## src/rtl/apb_slave_regs.sv

```systemverilog
// APB completer with a bank of REG_NUM word registers, programmable wait states,
// byte strobes and PSLVERR on out-of-range, misaligned or unprivileged accesses.
module apb_slave_regs #(
  parameter int                    ADDR_WIDTH  = 32,
  parameter int                    DATA_WIDTH  = 32,
  parameter int                    REG_NUM     = 16,
  parameter logic [ADDR_WIDTH-1:0] BASE_ADDR   = '0,
  parameter int                    WAIT_CYCLES = 0
) (
  input  logic                    clk,
  input  logic                    rstn,
  input  logic                    sel,
  input  logic                    penable,
  input  logic                    write,
  input  logic [ADDR_WIDTH-1:0]   addr,
  input  logic [DATA_WIDTH-1:0]   wdata,
  input  logic [DATA_WIDTH/8-1:0] strb,
  input  logic [2:0]              prot,
  output logic [DATA_WIDTH-1:0]   rdata,
  output logic                    ready,
  output logic                    slave_error
);

  localparam int NBYTES = DATA_WIDTH / 8;
  localparam int ALIGN  = $clog2(NBYTES);
  localparam int IDXW   = (REG_NUM > 1) ? $clog2(REG_NUM) : 1;
  localparam logic [ADDR_WIDTH-1:0] ALIGN_MASK = ADDR_WIDTH'(NBYTES - 1);
  localparam logic [ADDR_WIDTH-1:0] REG_LIMIT  = ADDR_WIDTH'(REG_NUM);

  typedef enum logic [1:0] {IDLE, SETUP, ACCESS} state_e;

  state_e          state_q, state_d, phase;
  logic [3:0]      cnt_q, cnt_d;
  logic [IDXW-1:0] idx_q, idx_d;
  logic            err_q, err_d;
  logic            write_q, write_d;
  logic [DATA_WIDTH-1:0] regs_q [REG_NUM];

  logic [ADDR_WIDTH-1:0] offset, word;
  logic below, misaligned, out_of_range, priv_viol, do_write;
  logic unused_prot;

  assign offset       = addr - BASE_ADDR;
  assign word         = offset >> ALIGN;
  assign below        = addr < BASE_ADDR;
  assign misaligned   = (addr & ALIGN_MASK) != '0;
  assign out_of_range = word >= REG_LIMIT;
  assign priv_viol    = write && (word == '0) && !prot[0];
  assign unused_prot  = ^prot[2:1];

  // SETUP is the cycle the master presents sel && !penable; it is decoded from the
  // live bus so the registered state can already be ACCESS in the second cycle.
  always_comb begin
    phase   = IDLE;
    state_d = state_q;
    cnt_d   = cnt_q;
    idx_d   = idx_q;
    err_d   = err_q;
    write_d = write_q;
    ready   = 1'b0;
    if (state_q == ACCESS) begin
      phase = ACCESS;
    end else if (sel && !penable) begin
      phase = SETUP;
    end
    case (phase)
      SETUP: begin
        state_d = ACCESS;
        cnt_d   = 4'(WAIT_CYCLES);
        idx_d   = IDXW'(word);
        err_d   = below || misaligned || out_of_range || priv_viol;
        write_d = write;
      end
      ACCESS: begin
        ready = sel && penable && (cnt_q == '0);
        if (!sel || ready) begin
          state_d = IDLE;
        end else if (cnt_q != '0) begin
          cnt_d = cnt_q - 4'd1;
        end
      end
      default: state_d = IDLE;
    endcase
  end

  assign do_write    = ready && write_q && !err_q;
  assign slave_error = ready && err_q;
  assign rdata       = (ready && !write_q && !err_q) ? regs_q[idx_q] : '0;

  always_ff @(posedge clk or negedge rstn) begin
    if (!rstn) begin
      state_q <= IDLE;
      cnt_q   <= '0;
      idx_q   <= '0;
      err_q   <= 1'b0;
      write_q <= 1'b0;
    end else begin
      state_q <= state_d;
      cnt_q   <= cnt_d;
      idx_q   <= idx_d;
      err_q   <= err_d;
      write_q <= write_d;
    end
  end

  always_ff @(posedge clk or negedge rstn) begin
    if (!rstn) begin
      for (int unsigned i = 0; i < REG_NUM; i++) begin
        regs_q[i] <= '0;
      end
    end else if (do_write) begin
      for (int unsigned b = 0; b < NBYTES; b++) begin
        if (strb[b]) begin
          regs_q[idx_q][b*8 +: 8] <= wdata[b*8 +: 8];
        end
      end
    end
  end

endmodule

```

## config.mk

```make
export PLATFORM = sky130hd
export DESIGN_NAME = apb_slave_regs
export DESIGN_NICKNAME = d
export VERILOG_FILES = /design/src/rtl/apb_slave_regs.sv
export SDC_FILE = /design/constraint.sdc
export NUM_CORES = 1
export LEC_CHECK = 0
export CORE_MARGIN = 2
export CORE_UTILIZATION = 65
export CTS_CLUSTER_DIAMETER = 60
export DETAILED_ROUTE_END_ITERATION = 10
export DONT_BUFFER_PORTS = 1
export GPL_TIMING_DRIVEN = 0
export PLACE_DENSITY = 0.81
export SETUP_SLACK_MARGIN = 0.15
export SYNTH_ARGS = -nofsm -noshare
export SYNTH_HDL_FRONTEND = slang
export SYNTH_SLANG_ARGS = --single-unit
```

## constraint.sdc

```tcl
create_clock -name clk -period 3.3 [get_ports clk]
set_input_delay 0.495 -clock clk [delete_from_list [all_inputs] [get_ports clk]]
set_output_delay 0.495 -clock clk [all_outputs]
set_load 0.05 [all_outputs]
```

==> results.py, run 1 <==
metrics = {
    "status": {
        "outcome": "complete, but fails checks",
        "violations": "hold timing, slew limit",
    },
    "worst_setup_path": {
        "r2r-start": "idx_q[0]$_DFFE_PN0P_",
        "reg2reg_to": "regs_q[69]$_DFFE_PN0P_",
        "cp.arrival_ns": 2.79,
        "path_max_fanout": 6,
        "rrSetupSlack_ns": 0.49,
        "cp-end-kind": "primary output",
        "cp_data_required_time_ns": 2.80,
        "worstSetupPathType": "flop to primary output",
        "crit_path_start_kind": "flop",
        "worst-r2r-cell-count": 6,
    },
    "die": {
        "io_pins": 110,
        "die_h_um": 197,
        "dieArea_mm2": 0.0389,
        "core_mm2": 0.0367,
        "initial_core_util_pct": 66.1,
        "die_x_um": 197,
        "num_rows": 70,
    },
    "timing": {
        "setup_violations": 0,
        "holdWs_ns": -0.409,
        "clock_skew_ns": 0.0102,
        "finalHoldViolations": 523,
        "period_minus_slack_ns": 3.29,
        "rsz0062_at_grt": "yes",
        "worstMarginPinSlew_ns": 1.76,
        "slew_headroom_pct": -17.1,
        "min_period_over_period_pct": 99.6,
        "max_freq_mhz": 304,
        "tns_ns": 0,
        "finalMaxSlewViolations": 242,
    },
    "global_routing": {
        "grt_antenna_before_repair": 0,
        "grt_pass1_vias": 14800,
        "grt_start_max_net_pins": 524,
        "grt_usage_pct": 31.0,
        "grt_pass1_wl_um": 89200,
        "gr-total-overflow": 0,
    },
    "cells_and_area": {
        "drive_gt1_share_pct": 57.2,
        "area_delta_synth_final_pct": 13.5,
        "register_area_mm2": 0.0131,
        "fillers": 2130,
        "multi_input_area_mm2": 0.0111,
        "antenna_cells": 0,
        "num-nets-final": 1643,
        "final_area_mm2": 0.0275,
    },
    "drt": {
        "ant_nets": 0,
        "wl_um": 58600,
        "first_pass_iters": 7,
        "routedWlPerCell_um": 28.2,
        "viasPerCell": 6.62,
        "drcViolationCount": 0,
        "vias": 13800,
        "first_iter_violations": 981,
    },
    "clock_tree": {
        "cts.sinks": 523,
        "clock-root-buffer": "clkbuf_16",
        "path_clk_slew_ns": 0.06,
        "clkLatencyLatePin_ns": 0.60,
        "cts_tree": "built",
        "cts-buffers-inserted": 53,
        "htreeDepth": 2,
        "cts_max_path_buffers": 3,
    },
    "power": {
        "power_density_mw_per_mm2": 499,
        "peakVddDrop_mv": 0.456,
        "leakagePower_nw": 12.9,
    },
    "min_path": {
        "hold_class": "primary input to asynchronous set/reset pin",
    },
    "synthesis": {
        "yosys_warnings": 0,
        "syn_area_mm2": 0.0242,
        "seq_area_frac_synth_pct": 54.0,
        "synth_area_leaders": "dfrtp_1 54%, mux2_2 25%, mux4_2 12%",
        "syn_nets": 1575,
        "synth_top_cell_area_share_pct": 54.0,
        "yosys.area.top_type": "dfrtp_1",
        "ys_ff_latch": 523,
        "yosys.cell_types.count": 37,
        "syn_inst": 1498,
        "syn_avg_cell_area_um2": 16.2,
    },
    "place": {
        "port_buffers": 0,
        "dpl_cell_area_mm2": 0.0248,
        "place.detailed.hpwl_um": 36000,
        "routabilityCongestion": 0.828,
    },
    "job": {
        "maxCapViolations": 0,
    },
}
## per-stage QoR
step                util [%]  setup slack [ns]  hold slack, ns  total power (W)  std cells
finish                  75.0            0.0144          -0.409           0.0137       2078
floorplan                  -             0.162           0.199          0.00726       1498
CTS                     74.6            0.0328          -0.418           0.0138       2074
global placement        67.7            -0.603           0.216          0.00754       1966
global route            75.0           -0.0160          -0.410           0.0141       2078
detailed placement      67.7            -0.614           0.213          0.00755       1966
## routing by layer
layer | GRT usage [%] | part of all wire [%] | up-vias
met5 | 0 | 0 | -
met4 | 12.4 | 3.5 | 0
met3 | 7.65 | 7.1 | 118
met2 | 48.4 | 48 | 432
met1 | 42.5 | 41 | 7428
li1 | - | - | 5783
## Yosys cell counts, drive strengths merged
| master | number |
|---|---|
| a22o | 5 |
| nor2 | 65 |
| or2 | 1 |
| a2111oi | 1 |
| and2 | 2 |
| nor4 | 10 |
| nand3b | 1 |
| nand3 | 6 |
| o22ai | 1 |
| and3 | 3 |
| or4 | 1 |
| nor3b | 3 |
| buf | 42 |
| nand2 | 12 |
| a221o | 31 |
| nand4 | 10 |
| a21oi | 3 |
| or3b | 1 |
| inv | 5 |
| nor2b | 39 |
| dfrtp | 523 |
| o21ai | 2 |
| mux2 | 550 |
| and4bb | 1 |
| a211oi | 1 |
| clkbuf | 46 |
| ha | 1 |
| mux2i | 3 |
| nor3 | 3 |
| mux4 | 126 |
## placed cells by master, fill, tap and decap left out, types with 4 or more instances in the layout
cell and instances:
buf_12 6, buf_6 16, nand2_1 12, buf_8 5, clkbuf_2 4, a221o_4 31
mux2_2 534, buf_4 16, nand4_4 4, clkbuf_8 17, nor4_1 6, bufinv_16 4
nand4_1 6, clkbuf_1 48, nor2_4 40, buf_2 8, nor2_1 4, nor2_2 21
mux2_1 15, nand3_1 6, clkbuf_4 5, nor4_4 4, clkbuf_16 59, a22o_1 5
mux4_2 126, nor2b_1 39, clkinv_2 10, dfrtp_1 523
## cell families after synthesis
logic type / Yosys count / synth area share (%)
AND/OR/NAND/NOR: 158 / 5.24
flip-flops: 523 / 54.0
buffers and inverters: 93 / 1.69
adder cells (fa/ha/maj): 1 / 0.0516
AO/OA/AOI/OAI: 44 / 1.66
multiplexers: 679 / 37.4
## layout make-up
class                           count  share of cell area [%]
Sequential cell                   523                    47.6
Multi-Input combinational cell    882                    40.5
Clock buffer                       84                    5.87
Buffer                             88                    2.72
Tap cell                          468                    2.13
Clock inverter                     15                   0.650
Timing Repair Buffer               13                   0.537
Inverter                            5                  0.0682
## what timing repair did
| item | CTS | global route |
|---|---|---|
| resized for setup | 178 | 25 |
| buffers inserted | 6 | 3 |
| endpoints found under the setup margin | 32 | 32 |
| hold endpoints to repair | 523 | 523 |
| cloned | 3 | 1 |
| pin swaps | 34 | 17 |
## power breakdown
part | total [W] | switching (W) | internal [W]
clock | 0.00615 | 0.00249 | 0.00366
combinational | 0.00112 | 0.000667 | 0.000452
sequential | 0.00646 | 0.0000219 | 0.00644
total | 0.0137 | 0.00318 | 0.0106
## state kept, by name (all words and copies together), names as in the netlist
| name | count |
|---|---|
| write_q | 1 |
| regs_q | 512 |
| err_q | 1 |
| idx_q | 4 |
| cnt_q | 4 |
| state_q | 1 |
## critical path, cell delays in order (launching register included)
cell,delay (ns)
dfrtp_1,0.38
inv_2,0.07
ha_4,0.16
and4bb_1,0.19
buf_6,0.12
and2_4,0.23
and3_4,0.18
clkbuf_16,0.17
clkbuf_16,0.17
a221o_4,0.53
## worst max path at each step
stage          slack [ns]        to                 start
3_5_place_dp        -0.61  rdata[3]  cnt_q[0]$_DFFE_PN0P_
5_1_grt             -0.02  rdata[2]  cnt_q[1]$_DFFE_PN0P_
4_1_cts              0.03  rdata[3]  cnt_q[1]$_DFFE_PN0P_
2_1_floorplan        0.16  rdata[0]  cnt_q[0]$_DFFE_PN0P_
3_3_place_gp        -0.60  rdata[3]  cnt_q[0]$_DFFE_PN0P_
6_report             0.01  rdata[2]  cnt_q[1]$_DFFE_PN0P_
(Power assumes the default switching activity.)
==> run 2, diff against run 1 <==
Settings changed: RECOVER_POWER from default to 100.
==> results.py, run 2 (synthesis gave the netlist of run 1 again) <==
metrics = {
    "timing": {
        "worstMarginPinSlew_ns": 1.75,
        "finalMaxSlewViolations": 242,
        "max_freq_mhz": 304,
        "final.setup.worst_slack_ns": 0.0145,
        "min_period_over_period_pct": 99.6,
        "rsz0062_at_grt": "yes",
        "clock_skew_ns": 0.0101,
        "tns_ns": 0,
        "slew_headroom_pct": -16.9,
        "finalHoldViolations": 523,
        "period_minus_slack_ns": 3.29,
        "setup_violations": 0,
        "holdWs_ns": -0.409,
    },
    "worst_setup_path": {
        "cp-end-kind": "primary output",
        "path_max_fanout": 6,
        "crit_path_start_kind": "flop",
        "worst_path_most_repeated_cell": "clkbuf_16",
        "worstSetupPathType": "flop to primary output",
        "cp.arrival_ns": 2.79,
        "critical-path-slowest-cell": "a221o_4",
        "crit_chain": "inv_2 -> ha_4 -> and4bb_1 -> buf_6 -> and2_4 -> and3_4 -> clkbuf_16 -> clkbuf_16 -> a221o_4",
        "critPathTopFamily": "simple AND/OR/NAND/NOR gates",
        "critPathMaxStageDelay_ns": 0.53,
        "path_buf_inv": 4,
        "cp_data_required_time_ns": 2.80,
    },
    "place": {
        "routabilityCongestion": 0.828,
        "place.detailed.hpwl_um": 36000,
        "port_buffers": 0,
        "place_ws_ns": -0.614,
    },
    "clock_tree": {
        "path_clk_slew_ns": 0.06,
        "clock-root-buffer": "clkbuf_16",
        "clkLatencyLatePin_ns": 0.60,
        "cts_max_path_buffers": 3,
        "cts.sinks": 523,
        "cts_tree": "built",
        "htreeDepth": 2,
        "cts-buffers-inserted": 53,
    },
    "status": {
        "outcome": "complete, but fails checks",
        "violations": "hold timing, slew limit",
    },
    "drt": {
        "first_iter_violations": 988,
        "wl_um": 58600,
        "routedWlPerCell_um": 28.2,
        "met3_length_um": 4120,
        "vias": 13800,
        "drcViolationCount": 0,
        "wl_met2_um": 28400,
        "viasPerCell": 6.62,
        "ant_nets": 0,
        "first_pass_iters": 7,
        "m1WireLength_um": 24000,
        "dr.max_layer_used": "met4",
    },
    "cells_and_area": {
        "final_cell_mix": "534 x mux2_2, 523 x dfrtp_1, 126 x mux4_2",
        "fillers": 2130,
        "antenna_cells": 0,
        "final_common_cell": "mux2_2",
        "num-nets-final": 1643,
        "top_register": "regs_q",
        "drive_gt1_share_pct": 57.2,
        "area_delta_synth_final_pct": 13.5,
        "reg_top3": "regs_q x512, cnt_q x4, idx_q x4",
        "largest_register_ffs": 512,
    },
    "global_routing": {
        "grt_antenna_before_repair": 0,
        "grt_pass1_vias": 14800,
        "gr-total-overflow": 0,
        "grt_start_max_net_pins": 524,
        "grt_pass1_wl_um": 89200,
        "grt_usage_pct": 31.0,
    },
    "die": {
        "io_pins": 110,
        "initial_core_util_pct": 66.1,
        "core_mm2": 0.0367,
        "die_h_um": 197,
        "die_x_um": 197,
        "num_rows": 70,
        "dieArea_mm2": 0.0389,
    },
    "job": {
        "maxCapViolations": 0,
    },
    "power": {
        "power_density_mw_per_mm2": 499,
        "leakagePower_nw": 12.9,
        "peakVddDrop_mv": 0.456,
    },
    "min_path": {
        "hold_class": "primary input to asynchronous set/reset pin",
    },
}
run 2: changes by cell type in the layout (fill, tap and decap cells not counted), sizes merged:
cell and change:
buf -1, clkbuf +1
run 2: metal layers:
| metal | global-route usage, % | vias up |
|---|---|---|
| li1 | - | 5784 |
| met1 | 42.5 | 7430 |
| met2 | 48.4 | 422 |
| met3 | 7.65 | 120 |
| met4 | 12.4 | 0 |
| met5 | 0 | - |
run 2: final timing paths:
kind / slack (ns) / from / cells past startpoint / endpoint
worst max-delay path: 0.01 / cnt_q[1]$_DFFE_PN0P_ / 9 / rdata[2]
worst min-delay path: -0.41 / rstn / 0 / regs_q[145]$_DFFE_PN0P_
worst max register to register: 0.49 / cnt_q[1]$_DFFE_PN0P_ / 9 / regs_q[125]$_DFFE_PN0P_
worst min register to register: 0.49 / regs_q[413]$_DFFE_PN0P_ / 1 / regs_q[413]$_DFFE_PN0P_
max in group asynchronous: 2.31 / rstn / 0 / regs_q[453]$_DFFE_PN0P_
min in group clk: 0.04 / wdata[31] / 1 / regs_q[287]$_DFFE_PN0P_
run 2: cell type report:
type                            count  area, µm²  share of cell area [%]
Timing Repair Buffer               13        148                   0.537
Clock buffer                       84       1620                    5.87
Inverter                            5       18.8                  0.0682
Multi-Input combinational cell    882      11100                    40.5
Buffer                             88        748                    2.72
Clock inverter                     15        179                   0.650
Tap cell                          468        586                    2.13
Sequential cell                   523      13100                    47.6
run 2: timing repair:
action                     in CTS  in global routing
cloned                          3                  1
setup endpoints to repair      32                 32
hold endpoints to repair      523                523
gates resized for setup       178                 25
setup buffers                   6                  3
pin swaps                      34                 17
run 2: power by group:
part	switching (W)	total, W	internal, W
combinational	0.000667	0.00112	0.000452
clock	0.00249	0.00615	0.00366
sequential	0.0000219	0.00646	0.00644
total	0.00318	0.0137	0.0106
run 2: per-stage QoR:
stage / hold slack [ns] / total power [W] / std cells / utilization [%] / cell area, µm²
after detailed placement: 0.213 / 0.00755 / 1966 / 67.7 / 24800
after global placement: 0.216 / 0.00754 / 1966 / 67.7 / 24800
after floorplan: 0.199 / 0.00726 / 1498 / - / 24200
after global routing: -0.410 / 0.0141 / 2078 / 75.0 / 27500
after CTS: -0.418 / 0.0138 / 2074 / 74.6 / 27400
final: -0.409 / 0.0137 / 2078 / 75.0 / 27500
